## src/rtl/counter_updn_if.sv

```systemverilog
// Control and data bundle for counter_updn: the master drives controls and load data,
// the slave (the counter) returns the count, ripple carry and wrap pulse.
interface counter_updn_if #(
  parameter int unsigned WIDTH = 16
);
  logic             nCLR;
  logic             nLOAD;
  logic             ENP;
  logic             ENT;
  logic             U_nD;
  logic [WIDTH-1:0] Din;
  logic [WIDTH-1:0] Dout;
  logic             RCO;
  logic             WRAP;

  modport master (
    output nCLR,
    output nLOAD,
    output ENP,
    output ENT,
    output U_nD,
    output Din,
    input  Dout,
    input  RCO,
    input  WRAP
  );

  modport slave (
    input  nCLR,
    input  nLOAD,
    input  ENP,
    input  ENT,
    input  U_nD,
    input  Din,
    output Dout,
    output RCO,
    output WRAP
  );
endinterface

```

## src/rtl/counter_updn.sv

```systemverilog
// LS163-style cascadable up/down counter with optional modulus, synchronous clear/load,
// combinational ripple carry/borrow and a registered wrap pulse.
module counter_updn #(
  parameter int unsigned      WIDTH  = 16,
  parameter longint unsigned  MODULO = 0
) (
  input logic           CLK,
  input logic           nRST,
  counter_updn_if.slave bus
);

  localparam logic [WIDTH-1:0] Top = (MODULO == 0) ? {WIDTH{1'b1}} : WIDTH'(MODULO - 64'd1);

  logic [1:0]       rst_sync_q;
  logic             run;
  logic [WIDTH-1:0] cnt_q, cnt_d;
  logic             wrap_q, wrap_d;
  logic             cnt_en;

  // Reset asserts asynchronously but releases through two flops, so the first
  // synchronous operation lands no earlier than the second edge after release.
  always_ff @(posedge CLK or negedge nRST) begin
    if (!nRST) begin
      rst_sync_q <= 2'b00;
    end else begin
      rst_sync_q <= {rst_sync_q[0], 1'b1};
    end
  end

  assign run    = rst_sync_q[1];
  assign cnt_en = bus.ENP & bus.ENT;

  always_comb begin
    cnt_d  = cnt_q;
    wrap_d = 1'b0;
    if (run) begin
      if (!bus.nCLR) begin
        cnt_d = '0;
      end else if (!bus.nLOAD) begin
        cnt_d = bus.Din;
      end else if (cnt_en) begin
        if (bus.U_nD) begin
          // Out-of-range loaded values wrap to zero on the next up step.
          if (cnt_q >= Top) begin
            cnt_d  = '0;
            wrap_d = 1'b1;
          end else begin
            cnt_d = cnt_q + WIDTH'(1);
          end
        end else begin
          if (cnt_q == '0) begin
            cnt_d  = Top;
            wrap_d = 1'b1;
          end else begin
            cnt_d = cnt_q - WIDTH'(1);
          end
        end
      end
    end
  end

  always_ff @(posedge CLK or negedge nRST) begin
    if (!nRST) begin
      cnt_q  <= '0;
      wrap_q <= 1'b0;
    end else begin
      cnt_q  <= cnt_d;
      wrap_q <= wrap_d;
    end
  end

  assign bus.Dout = cnt_q;
  assign bus.WRAP = wrap_q;
  assign bus.RCO  = bus.ENT & (bus.U_nD ? (cnt_q == Top) : (cnt_q == '0));

endmodule

```

## src/flat_wrapper.sv

```systemverilog
// flat-port wrapper written by rule: the top's interface ports become plain ports
module counter_updn_flat 
#(
  parameter int unsigned      WIDTH  = 16,
  parameter longint unsigned  MODULO = 0
)
  (CLK, nRST, bus_nCLR, bus_nLOAD, bus_ENP, bus_ENT, bus_U_nD, bus_Din, bus_Dout, bus_RCO, bus_WRAP);
  counter_updn_if #(.WIDTH(WIDTH)) bus_i ();
  input logic CLK;
  input logic nRST;
  input wire logic [$bits(bus_i.nCLR)-1:0] bus_nCLR;
  input wire logic [$bits(bus_i.nLOAD)-1:0] bus_nLOAD;
  input wire logic [$bits(bus_i.ENP)-1:0] bus_ENP;
  input wire logic [$bits(bus_i.ENT)-1:0] bus_ENT;
  input wire logic [$bits(bus_i.U_nD)-1:0] bus_U_nD;
  input wire logic [$bits(bus_i.Din)-1:0] bus_Din;
  output wire logic [$bits(bus_i.Dout)-1:0] bus_Dout;
  output wire logic [$bits(bus_i.RCO)-1:0] bus_RCO;
  output wire logic [$bits(bus_i.WRAP)-1:0] bus_WRAP;
  assign bus_i.nCLR = bus_nCLR;
  assign bus_i.nLOAD = bus_nLOAD;
  assign bus_i.ENP = bus_ENP;
  assign bus_i.ENT = bus_ENT;
  assign bus_i.U_nD = bus_U_nD;
  assign bus_i.Din = bus_Din;
  assign bus_Dout = bus_i.Dout;
  assign bus_RCO = bus_i.RCO;
  assign bus_WRAP = bus_i.WRAP;
  counter_updn #(.WIDTH(WIDTH), .MODULO(MODULO)) u_core (.CLK(CLK), .nRST(nRST), .bus(bus_i));
endmodule
```

## config.mk

```make
export PLATFORM = sky130hd
export DESIGN_NAME = counter_updn_flat
export DESIGN_NICKNAME = d
export VERILOG_FILES = /design/src/rtl/counter_updn_if.sv /design/src/rtl/counter_updn.sv /design/src/flat_wrapper.sv
export SDC_FILE = /design/constraint.sdc
export NUM_CORES = 1
export LEC_CHECK = 0
export ABC_AREA = 1
export CAP_MARGIN = 15
export CORE_UTILIZATION = 47
export CTS_BUF_LIST = sky130_fd_sc_hd__clkbuf_16
export CTS_CLUSTER_SIZE = 20
export DETAILED_ROUTE_END_ITERATION = 8
export PLACE_DENSITY = 0.83
export SYNTH_ARGS = -nofsm -noshare
export SYNTH_HDL_FRONTEND = slang
export SYNTH_SLANG_ARGS = --single-unit
export TNS_END_PERCENT = 5
```

## constraint.sdc

```tcl
create_clock -name CLK -period 2 [get_ports CLK]
set_clock_uncertainty 0.1 [all_clocks]
set_input_delay 0.5 -clock CLK [delete_from_list [all_inputs] [get_ports CLK]]
set_output_delay 0.5 -clock CLK [all_outputs]
set_load 0.02 [all_outputs]
```

**Yosys cells after proc, flatten, opt, wreduce, memory -nomap -nowiden**

Cells that the tools add are included.

- Register bits after elaboration: 19
- Latch bits: 0
- RAM bits: 0
- Bits in read-only memories: 0
- Bits of input ports: 23
- Memories: 0

- Add/sub/neg operators: 2
- $mul: 0
- Div/mod/pow operators: 0
- $lt $le $gt $ge: 1
- Equal/unequal tests: 2
- Shift operators: 0
- Muxes and demuxes: 14
- Bitwise operators: 2
- Reduce and logical (&&, ||, !) cells: 2

Operator list:

| operator | count |
|---|---|
| $mux 16 | 6 |
| $add 16x1->16 const B | 1 |
| $eq 16x16->1 const B | 1 |
| $ge 16x16->1 const B | 1 |
| $logic_not 16->1 | 1 |
| $sub 16x1->16 const B | 1 |
| $mux 1 | 8 |
| $ne 3x2->1 const B | 1 |
| $and 1x1->1 | 2 |
| $reduce_and 2->1 | 1 |

**Longest topological paths before layout**

Gate-level depths: netlist of the first run.

- Depth in word-level cells: 7
- Mapped depth: 12
- Mapped depth without buffers: 12

**Worst setup path before layout of the first run**

Ideal clock, no wire load.

- Kind: reg2out
- Start point: register u_core.cnt_q[0] (netlist: u_core.bus.Dout[0])
- End point: output port bus_RCO
- Arrival: 1.737 ns
- Path slack: -0.337 ns
- Stages on the path, launching flop included: 8
- Buffers on the path: 0
- Cell sequence: dfrtp_1 > ha_1 > nand2_1 > nor2_8 > nand4_2 > nor2_1 > a41oi_1 > nor2_1

- Longest elaborated chain between the ends: 3

Ends and longest elaborated chain:

| element | line | text |
|---|---|---|
| start, declared | counter_updn.sv:16 | `logic [WIDTH-1:0] cnt_q, cnt_d;` |
| start signal, assigned | counter_updn.sv:67 | `cnt_q <= cnt_d;` |
| $eq 16x16->1 or $logic_not 16->1 (tied branches) | counter_updn.sv:74 | `assign bus.RCO = bus.ENT & (bus.U_nD ? (cnt_q == Top) : (cnt_q == '0));` |
| $mux 1 * | counter_updn.sv:74 |  |
| $and 1x1->1 * | counter_updn.sv:74 |  |
| end, declared | flat_wrapper.sv:18 | `output wire logic [$bits(bus_i.RCO)-1:0] bus_RCO;` |

Every way passes the cells marked *; elsewhere a longest branch is shown, timed or not.

**Worst setup path in the final report of the first run**

- Start point: register u_core.cnt_q[1] (netlist: u_core.bus.Dout[1])
- End point: output port bus_RCO

The elaborated chain is that of the path after synthesis.

==> impl_metrics.yaml, run 1 <==
run_status:
  outcome: "finished, violations left"
  violations: "setup timing"
cts:
  cts_buffers: 3
  clock_latency_ps: 260
  tritoncts: "done"
  clk_pin_slew_worst_paths_ps: 60
  cts_root_buf: "clkbuf_16"
  hold_buffers: 0
  cts.sinks: 19
  cts_max_path_buffers: 2
  h-tree-depth: 1
layout:
  layout.nets: 456
  diodes: 0
  layout.core_utilization_pct: 74.1
  synthToLayoutAreaGrowth_pct: 49.6
  drive_above_1_share_pct: 24.7
  final_area_um2: 2990
worst_setup_path:
  crit_top_cell: "nor2_4"
  crit_path_max_incr_delay_ps: 430
  cp_cell_sequence: "ha_4, nand2_4, nor2_8, nand4_4, nor2_4, a41oi_4, nor2_4, buf_6"
  cp_slowest_cell: "dfrtp_2"
  critPathTopFamily: "simple AND/OR/NAND/NOR gates"
  critPathMaxFanout: 4
  crit_type: "flop to primary output"
  crit_path_start_kind: "flop"
  critical_path_buf_inv_count: 1
  crit_required_ps: 1400
  arrival_ps: 1560
  worstSetupEndpointType: "primary output"
timing:
  period_share_pct: 108
  holdWs_ps: 259
  worst_slack_ps: -163
  setup-tns-final_ps: -163
  slew_violations: 0
  finalCriticalPeriod_ps: 2160
  setup_viol: 1
  fmax_mhz: 462
  hold_violations: 0
  rsz0062_at_grt: "yes"
logic_synthesis:
  synth_edf_count: 0
  ys_dominant_reg_cell: "dfrtp_1"
  syn_area_per_cell_um2: 5.80
  synth_cells: 344
  synthArstFlopShare_pct: 100
  synthTopCellsByCount: "nand2_1 (117), nor2_1 (63), nand3_1 (34)"
  synth.area.top_cells: "dfrtp_1 (24%), nand2_1 (22%), nor2_1 (12%), nand3_1 (8.5%), inv_1 (4.9%)"
  synthesis.area_um2: 2000
  syn_nets: 370
  ys_types: 30
  yosys_warnings: 0
  synth_top_cell_area_share_pct: 23.8
  yosysMostFrequentCell: "nand2_1"
  synth_top_cell_by_area: "dfrtp_1"
  ys_ff_latch: 19
  yosysSeqAreaShare_pct: 23.8
job:
  max_cap_viol_count: 0
power:
  leakage_nw: 1.60
  ir_drop_mv: 0.477
  p_per_area_nw_per_um2: 630
floorplan:
  fp-row-count: 23
  die_y_um: 67.2
  die_x_um: 67.2
  die_area_um2: 4510
  io_pins: 41
  initial_core_util_pct: 49.5
  coreArea_um2: 4030
drt:
  via_per_inst: 5.34
  vias: 2556
  drc: 0
  wire_per_inst_um: 14.1
  finalWirelength_um: 6740
  first_pass_iters: 5
  drt_iter0_drc: 281
  drtAntennaViolNets: 0
placement:
  portBuffers: 40
  hpwlAfterDp_um: 4870
  placed_area_um2: 2820
  dp_slack_ps: -634
  gp_congestion: 0.975
global_routing:
  overflow: 0
  grt_use_total_pct: 33.3
  grt_max_degree: 34
  grt_pass1_wl_um: 11400
  antenna_found_initial: 0
  grt_pass1_vias: 2478
min_path:
  hp-class: "flop to flop"
## path summary, 6_finish.rpt
kind	from	end	slack, ps	depth (start not counted)
min in group asynchronous	nRST	u_core.bus.Dout[13]	480	2
worst min register to register	u_core.rst_sync_q[0]	u_core.rst_sync_q[1]	260	0
worst max register to register	u_core.bus.Dout[0]	u_core.bus.Dout[6]	100	9
worst max-delay path	u_core.bus.Dout[1]	bus_RCO	-160	8
worst min-delay path	u_core.rst_sync_q[0]	u_core.rst_sync_q[1]	260	0
max in group asynchronous	nRST	u_core.bus.Dout[7]	1080	2
## placed cells by master, fill, tap and decap left out
cell type        synthesis  final
nand2_4                  2      3
nand4_1                  6      6
o22ai_1                  1      1
dlymetal6s2s_1           0      5
o21ai_0                  5      5
clkbuf_16                0      3
nand3_1                 34     33
inv_1                   26     24
a21oi_1                  3      3
nand3_2                  1      2
nor2_4                   3      7
inv_2                    5      7
o21ai_1                 18     18
dfrtp_2                  0      6
nand4_4                  0      1
inv_4                    1      1
clkdlybuf4s50_1          0     25
nand2_1                117    115
a41oi_4                  0      1
nor2_1                  63     55
dlygate4sd2_1            0      9
dfrtp_1                 19     13
buf_4                    1     55
xor2_1                   9      9
buf_6                    2      1
nor2_8                   1      1
nand2_2                  3      4
ha_4                     0      2
ha_1                     3      1
conb_1                   1      1
nor2_2                   6     10
clkinv_2                 0      1
nor3_2                   1      1
## through the flow
step	std cells	total power, mW
floorplan	344	0.995
global placement	471	1.36
detailed placement	471	1.38
CTS	478	1.84
global route	479	1.99
finish	479	1.88
## cells by family after synthesis
group           share of synthesized area, %
fa+ha+maj                               1.88
compound gates                          7.27
xor+xnor                                3.95
flops                                   23.8
simple gates                            52.5
buf+inv                                 10.3
other cells                            0.188
## flip-flops by register name (all words and copies together) (netlist names)
register,flops
u_core.bus.Dout,16
u_core.bus.WRAP,1
u_core.rst_sync_q,2
## cell type report
type / instances / area [um^2]
Fill cell: 300 / 1040
Tap cell: 50 / 62.6
Inverter: 32 / 123
Multi-Input combinational cell: 279 / 1420
Timing Repair Buffer: 95 / 816
Clock buffer: 3 / 75.1
Clock inverter: 1 / 5.00
Sequential cell: 19 / 483
## per-layer routing
metal	up-vias	share of wire, %	GRT usage, %
li1	1240	-	-
met1	1148	41	43.9
met2	152	47	54.6
met3	16	10	5.41
met4	0	1.8	12.0
met5	-	0	0
## power by group
part           internal (mW)  switching [mW]  total (mW)
Sequential             0.431          0.0555       0.486
Clock                  0.269           0.176       0.446
Combinational          0.409           0.540       0.949
Total                   1.11           0.772        1.88
## timing repair
action / 4_1_cts / 5_1_grt
gates cloned: 0 / 0
setup buffers: 3 / 1
endpoints found under the setup margin: 11 / 19
resized for setup: 24 / 10
pin swaps: 6 / 1
(Power assumes the default switching activity.)
==> run 2, diff against run 1 <==
- PLACE_DENSITY: 0.83 -> 0.82
==> run 2 against run 1 <==
- the run still ends with setup timing left
- global-route usage is 2.0 points lower
- combinational power is essentially flat
- sequential power decreased by 1%
- clock power fell by 4%
- critical path depth unchanged
- largest cell class unchanged
- largest power group unchanged
==> impl_metrics.yaml, run 2 (synthesis results as in run 1) <==
job:
  max_cap_viol_count: 0
timing:
  period_share_pct: 107
  rsz0062_at_grt: "yes"
  fmax_mhz: 466
  setup_viol: 1
  worst_slack_ps: -144
  slew_violations: 0
  finalCriticalPeriod_ps: 2140
  hold_violations: 0
cts:
  clock_latency_ps: 260
  hold_buffers: 0
  clk_pin_slew_worst_paths_ps: 60
  cts_max_path_buffers: 2
  tritoncts: "done"
  cts_root_buf: "clkbuf_16"
  cts_buffers: 3
  cts.sinks: 19
  h-tree-depth: 1
layout:
  final_common_cell: "nand2_1"
  final_cell_mix: "nand2_1 (116), nor2_1 (60), buf_4 (55)"
  synthToLayoutAreaGrowth_pct: 50.9
  drive_above_1_share_pct: 23.4
  final_area_um2: 3010
  diodes: 0
  largest_reg_flops: 16
  layout.nets: 458
floorplan:
  initial_core_util_pct: 49.5
  die_y_um: 67.2
  coreArea_um2: 4030
  die_x_um: 67.2
  io_pins: 41
  die_area_um2: 4510
  fp-row-count: 23
worst_setup_path:
  crit_top_cell: "nor2_4"
  crit_type: "flop to primary output"
  cp_slowest_cell: "dfrtp_2"
  crit_path_start_kind: "flop"
  cp_cell_sequence: "ha_4, nand2_4, nor2_8, nand4_4, nor2_4, a41oi_2, nor2_4, buf_6"
  ff2ff_setup_slack_ps: 160
  worstSetupEndpointType: "primary output"
  crit_path_max_incr_delay_ps: 440
  critPathMaxFanout: 4
  r2r-start: "u_core.bus.Dout[0]"
  arrival_ps: 1540
  crit_required_ps: 1400
  crit_start: "u_core.bus.Dout[1]"
drt:
  vias: 2471
  wire_per_inst_um: 13.4
  finalWirelength_um: 6460
  drtAntennaViolNets: 0
  drc: 0
  first_pass_iters: 5
  drt_iter0_drc: 202
  via_per_inst: 5.14
global_routing:
  grt_pass1_wl_um: 10500
  overflow: 0
  antenna_found_initial: 0
  grt_pass1_vias: 2286
  grt_use_total_pct: 31.4
  grt_max_degree: 34
power:
  ir_drop_mv: 0.368
  finalPower_mw: 1.86
  leakage_nw: 1.61
  p_per_area_nw_per_um2: 616
placement:
  placed_area_um2: 2900
  portBuffers: 40
  gp_congestion: 1.00
  hpwlAfterDp_um: 5080
run_status:
  outcome: "finished, violations left"
  violations: "setup timing"
min_path:
  min_from: "u_core.rst_sync_q[0]"
  hp-class: "flop to flop"
run 2: changes by cell type in the layout (fill, tap and decap cells not counted), moves of 3 or more:
| cell | previous run | this run |
|---|---|---|
| buf_12 | 0 | 3 |
| clkdlybuf4s50_1 | 25 | 28 |
| dlygate4sd2_1 | 9 | 5 |
| nor2_1 | 55 | 60 |
| nor2_2 | 10 | 5 |
run 2: worst max-delay path: cells and delay by family, from the launching register on:
kind / cells / cell delay [ps]
buf+inv: 1 / 130
simple gates: 5 / 290
fa+ha+maj: 1 / 180
flops: 1 / 440
compound gates: 1 / 240
run 2: metrics by stage:
stage                     setup TNS (ps)  instances  setup WS, ps  hold slack, ps  utilization, %
final                               -144        481          -144             261            74.8
after CTS                           -145        481          -145             261            74.2
after detailed placement            -902        476          -591             248            71.9
after global routing                -232        481          -219             274            74.8
after floorplan                        0        344          4.91             104               -
after global placement              -796        476          -590             245            71.9
run 2: repair_timing:
action | CTS | global route
hold endpoints to repair | 0 | 0
setup buffers | 1 | 0
pin swaps | 6 | 1
gates resized for setup | 16 | 7
endpoints found under the setup margin | 7 | 12
run 2: cell type report:
| class | count | area, um^2 |
|---|---|---|
| multi-input combinational | 279 | 1400 |
| clock inverter | 1 | 3.75 |
| inverter | 32 | 123 |
| fill | 333 | 1020 |
| clock buffer | 3 | 75.1 |
| sequential | 19 | 482 |
| tap | 50 | 62.6 |
| timing repair buffer | 97 | 871 |
run 2: where the power goes:
part	leakage, nW	total, mW	internal [mW]	switching [mW]
Sequential	0.238	0.480	0.430	0.0500
Combinational	1.33	0.947	0.428	0.518
Clock	0.0423	0.429	0.267	0.162
Total	1.61	1.86	1.13	0.730
run 2: worst paths after layout:
check / end / depth (start not counted)
min reg2reg: u_core.rst_sync_q[1] / 0
min in group asynchronous: u_core.bus.Dout[15] / 2
max: bus_RCO / 8
min: u_core.rst_sync_q[1] / 0
max reg2reg: u_core.bus.Dout[8] / 11
max in group asynchronous: u_core.bus.Dout[0] / 2
run 2: per-layer routing:
metal	part of all wire [%]	vias up	GRT usage, %
met3	7.9	7	4.73
met1	45	1110	42.2
met5	0	-	0
met4	0.79	0	9.04
met2	46	102	51.6
li1	-	1252	-
==> run 3, diff against run 2 <==
- SKIP_CTS_REPAIR_TIMING: unset -> 1
- SLEW_MARGIN: unset -> 0
==> run 3 against run 2 <==
- the flow still finishes with violations (setup timing)
- non-clock buffer count unchanged
- largest cell class unchanged
- sequential share of layout area down 0.18 points
- clock power about the same
- flip-flop and latch count unchanged
- combinational power up 2%
- critical path type unchanged
- via count down 0.28%
- worst setup slack better by 15 ps
- first-iteration DRC count up 17%
- highest routed layer unchanged
- cell area up 1.4%
- wire length up 1.5%
- critical endpoint unchanged
==> impl_metrics.yaml, run 3 (synthesis results as in run 1) <==
worst_setup_path:
  arrival_ps: 1530
  crit_type: "flop to primary output"
  worstSetupEndpointType: "primary output"
  ff2ff_setup_slack_ps: 120
  crit_path_start_kind: "flop"
  reg2regPathDepth: 12
  crit_required_ps: 1400
  r2r-end: "u_core.bus.Dout[13]"
  critPathMaxFanout: 4
  r2r-start: "u_core.bus.Dout[6]"
power:
  power.switching_mw: 0.738
  finalPower_mw: 1.87
  leakage_nw: 1.67
  pwr-share-seq_pct: 25.7
  power_frac_clock_pct: 22.7
  ir_drop_mv: 0.389
  internal_power_mw: 1.14
  p_per_area_nw_per_um2: 614
  comb_power_share_pct: 51.6
  sw_frac_of_total_pct: 39.4
layout:
  synthToLayoutAreaGrowth_pct: 53.0
  diodes: 0
  largest_reg_flops: 16
  final_area_um2: 3050
  final_common_cell: "nand2_1"
  layout.nets: 458
  final_cell_mix: "nand2_1 (116), nor2_1 (58), buf_4 (55)"
  n_fill_cell: 321
  drive_above_1_share_pct: 24.4
  layout.core_utilization_pct: 75.8
  stdcell_count: 481
placement:
  dp_cells: 476
  hpwlAfterDp_um: 5080
  placed_area_um2: 2900
  gp_congestion: 1.00
  portBuffers: 40
  dp_slack_ps: -591
drt:
  drc: 0
  drtAntennaViolNets: 0
  via_per_inst: 5.12
  finalWirelength_um: 6550
  wire_per_inst_um: 13.6
  first_pass_iters: 4
  drt_iter0_drc: 237
  vias: 2464
cts:
  clk_pin_slew_worst_paths_ps: 60
  h-tree-depth: 1
  cts_root_buf: "clkbuf_16"
  cts_max_path_buffers: 2
  cts.sinks: 19
  tritoncts: "done"
  clock_latency_ps: 250
  cts_buffers: 3
global_routing:
  grt_use_total_pct: 31.1
  grt_pass1_wl_um: 10400
  overflow: 0
  grt_max_degree: 34
  antenna_found_initial: 0
  grt_pass1_vias: 2268
min_path:
  worstHoldPathCells: 0
  hp-class: "flop to flop"
  min_from: "u_core.rst_sync_q[0]"
  hold_end: "u_core.rst_sync_q[1]"
timing:
  period_share_pct: 106
  slew_violations: 0
  setup_viol: 1
  worst_slack_ps: -129
  rsz0062_at_grt: "yes"
  finalCriticalPeriod_ps: 2130
  hold_violations: 0
  fmax_mhz: 470
floorplan:
  die_area_um2: 4510
  coreArea_um2: 4030
  die_x_um: 67.2
  die_y_um: 67.2
  io_pins: 41
  initial_core_util_pct: 49.5
  fp-row-count: 23
run_status:
  outcome: "finished, violations left"
  violations: "setup timing"
job:
  max_cap_viol_count: 0
## run 3: cell count changes in the layout (fill, tap and decap cells not counted), sizes merged
cell / delta
dlygate4sd2: -5
dlymetal6s2s: +5
## run 3: power by group through the flow
| stage | sequential (mW) | combinational [mW] | clock (mW) |
|---|---|---|---|
| 2_1_floorplan | 0.540 | 0.455 | 0 |
| 3_3_place_gp | 0.483 | 0.917 | 0 |
| 3_5_place_dp | 0.485 | 0.931 | 0 |
| 4_1_cts | 0.479 | 0.938 | 0.431 |
| 5_1_grt | 0.487 | 1.06 | 0.459 |
| 6_report | 0.481 | 0.967 | 0.426 |
## run 3: layout make-up
class	instances	area [um^2]	share of cell area [%]
multi-input cells	279	1420	46.4
repair buffers	97	890	29.1
flip-flops and latches	19	483	15.8
inverters	32	123	4.02
well taps	50	62.6	2.05
clock buffers	3	75.1	2.46
clock inverters	1	3.75	0.123
## run 3: metrics by stage
stage / hold slack, ps / TNS [ps]
2_1_floorplan: 104 / 0
3_3_place_gp: 245 / -796
3_5_place_dp: 248 / -902
4_1_cts: 261 / -840
5_1_grt: 274 / -225
6_report: 261 / -129
## run 3: worst max path at each step
stage | endpoint | startpoint | cells after the start | slack, ps
floorplan | bus_RCO | u_core.bus.Dout[0] | 7 | 5
global placement | bus_RCO | bus_U_nD | 5 | -590
detailed placement | bus_RCO | bus_U_nD | 5 | -590
CTS | bus_RCO | u_core.bus.Dout[1] | 8 | -690
global route | bus_RCO | u_core.bus.Dout[13] | 7 | -200
finish | bus_RCO | u_core.bus.Dout[0] | 7 | -130
## run 3: per-layer routing
metal,global-route usage [%],share of wire (%)
met1,41.8,46
met2,50.7,47
met5,0,0
met3,5.24,6.5
met4,8.78,0.99
## run 3: critical path: stages (launching register included)
cell	delay, ps
dfrtp_2	440
inv_2	90
ha_4	140
nand3_2	80
nor2_2	160
a41oi_4	140
nor2_4	110
buf_6	120
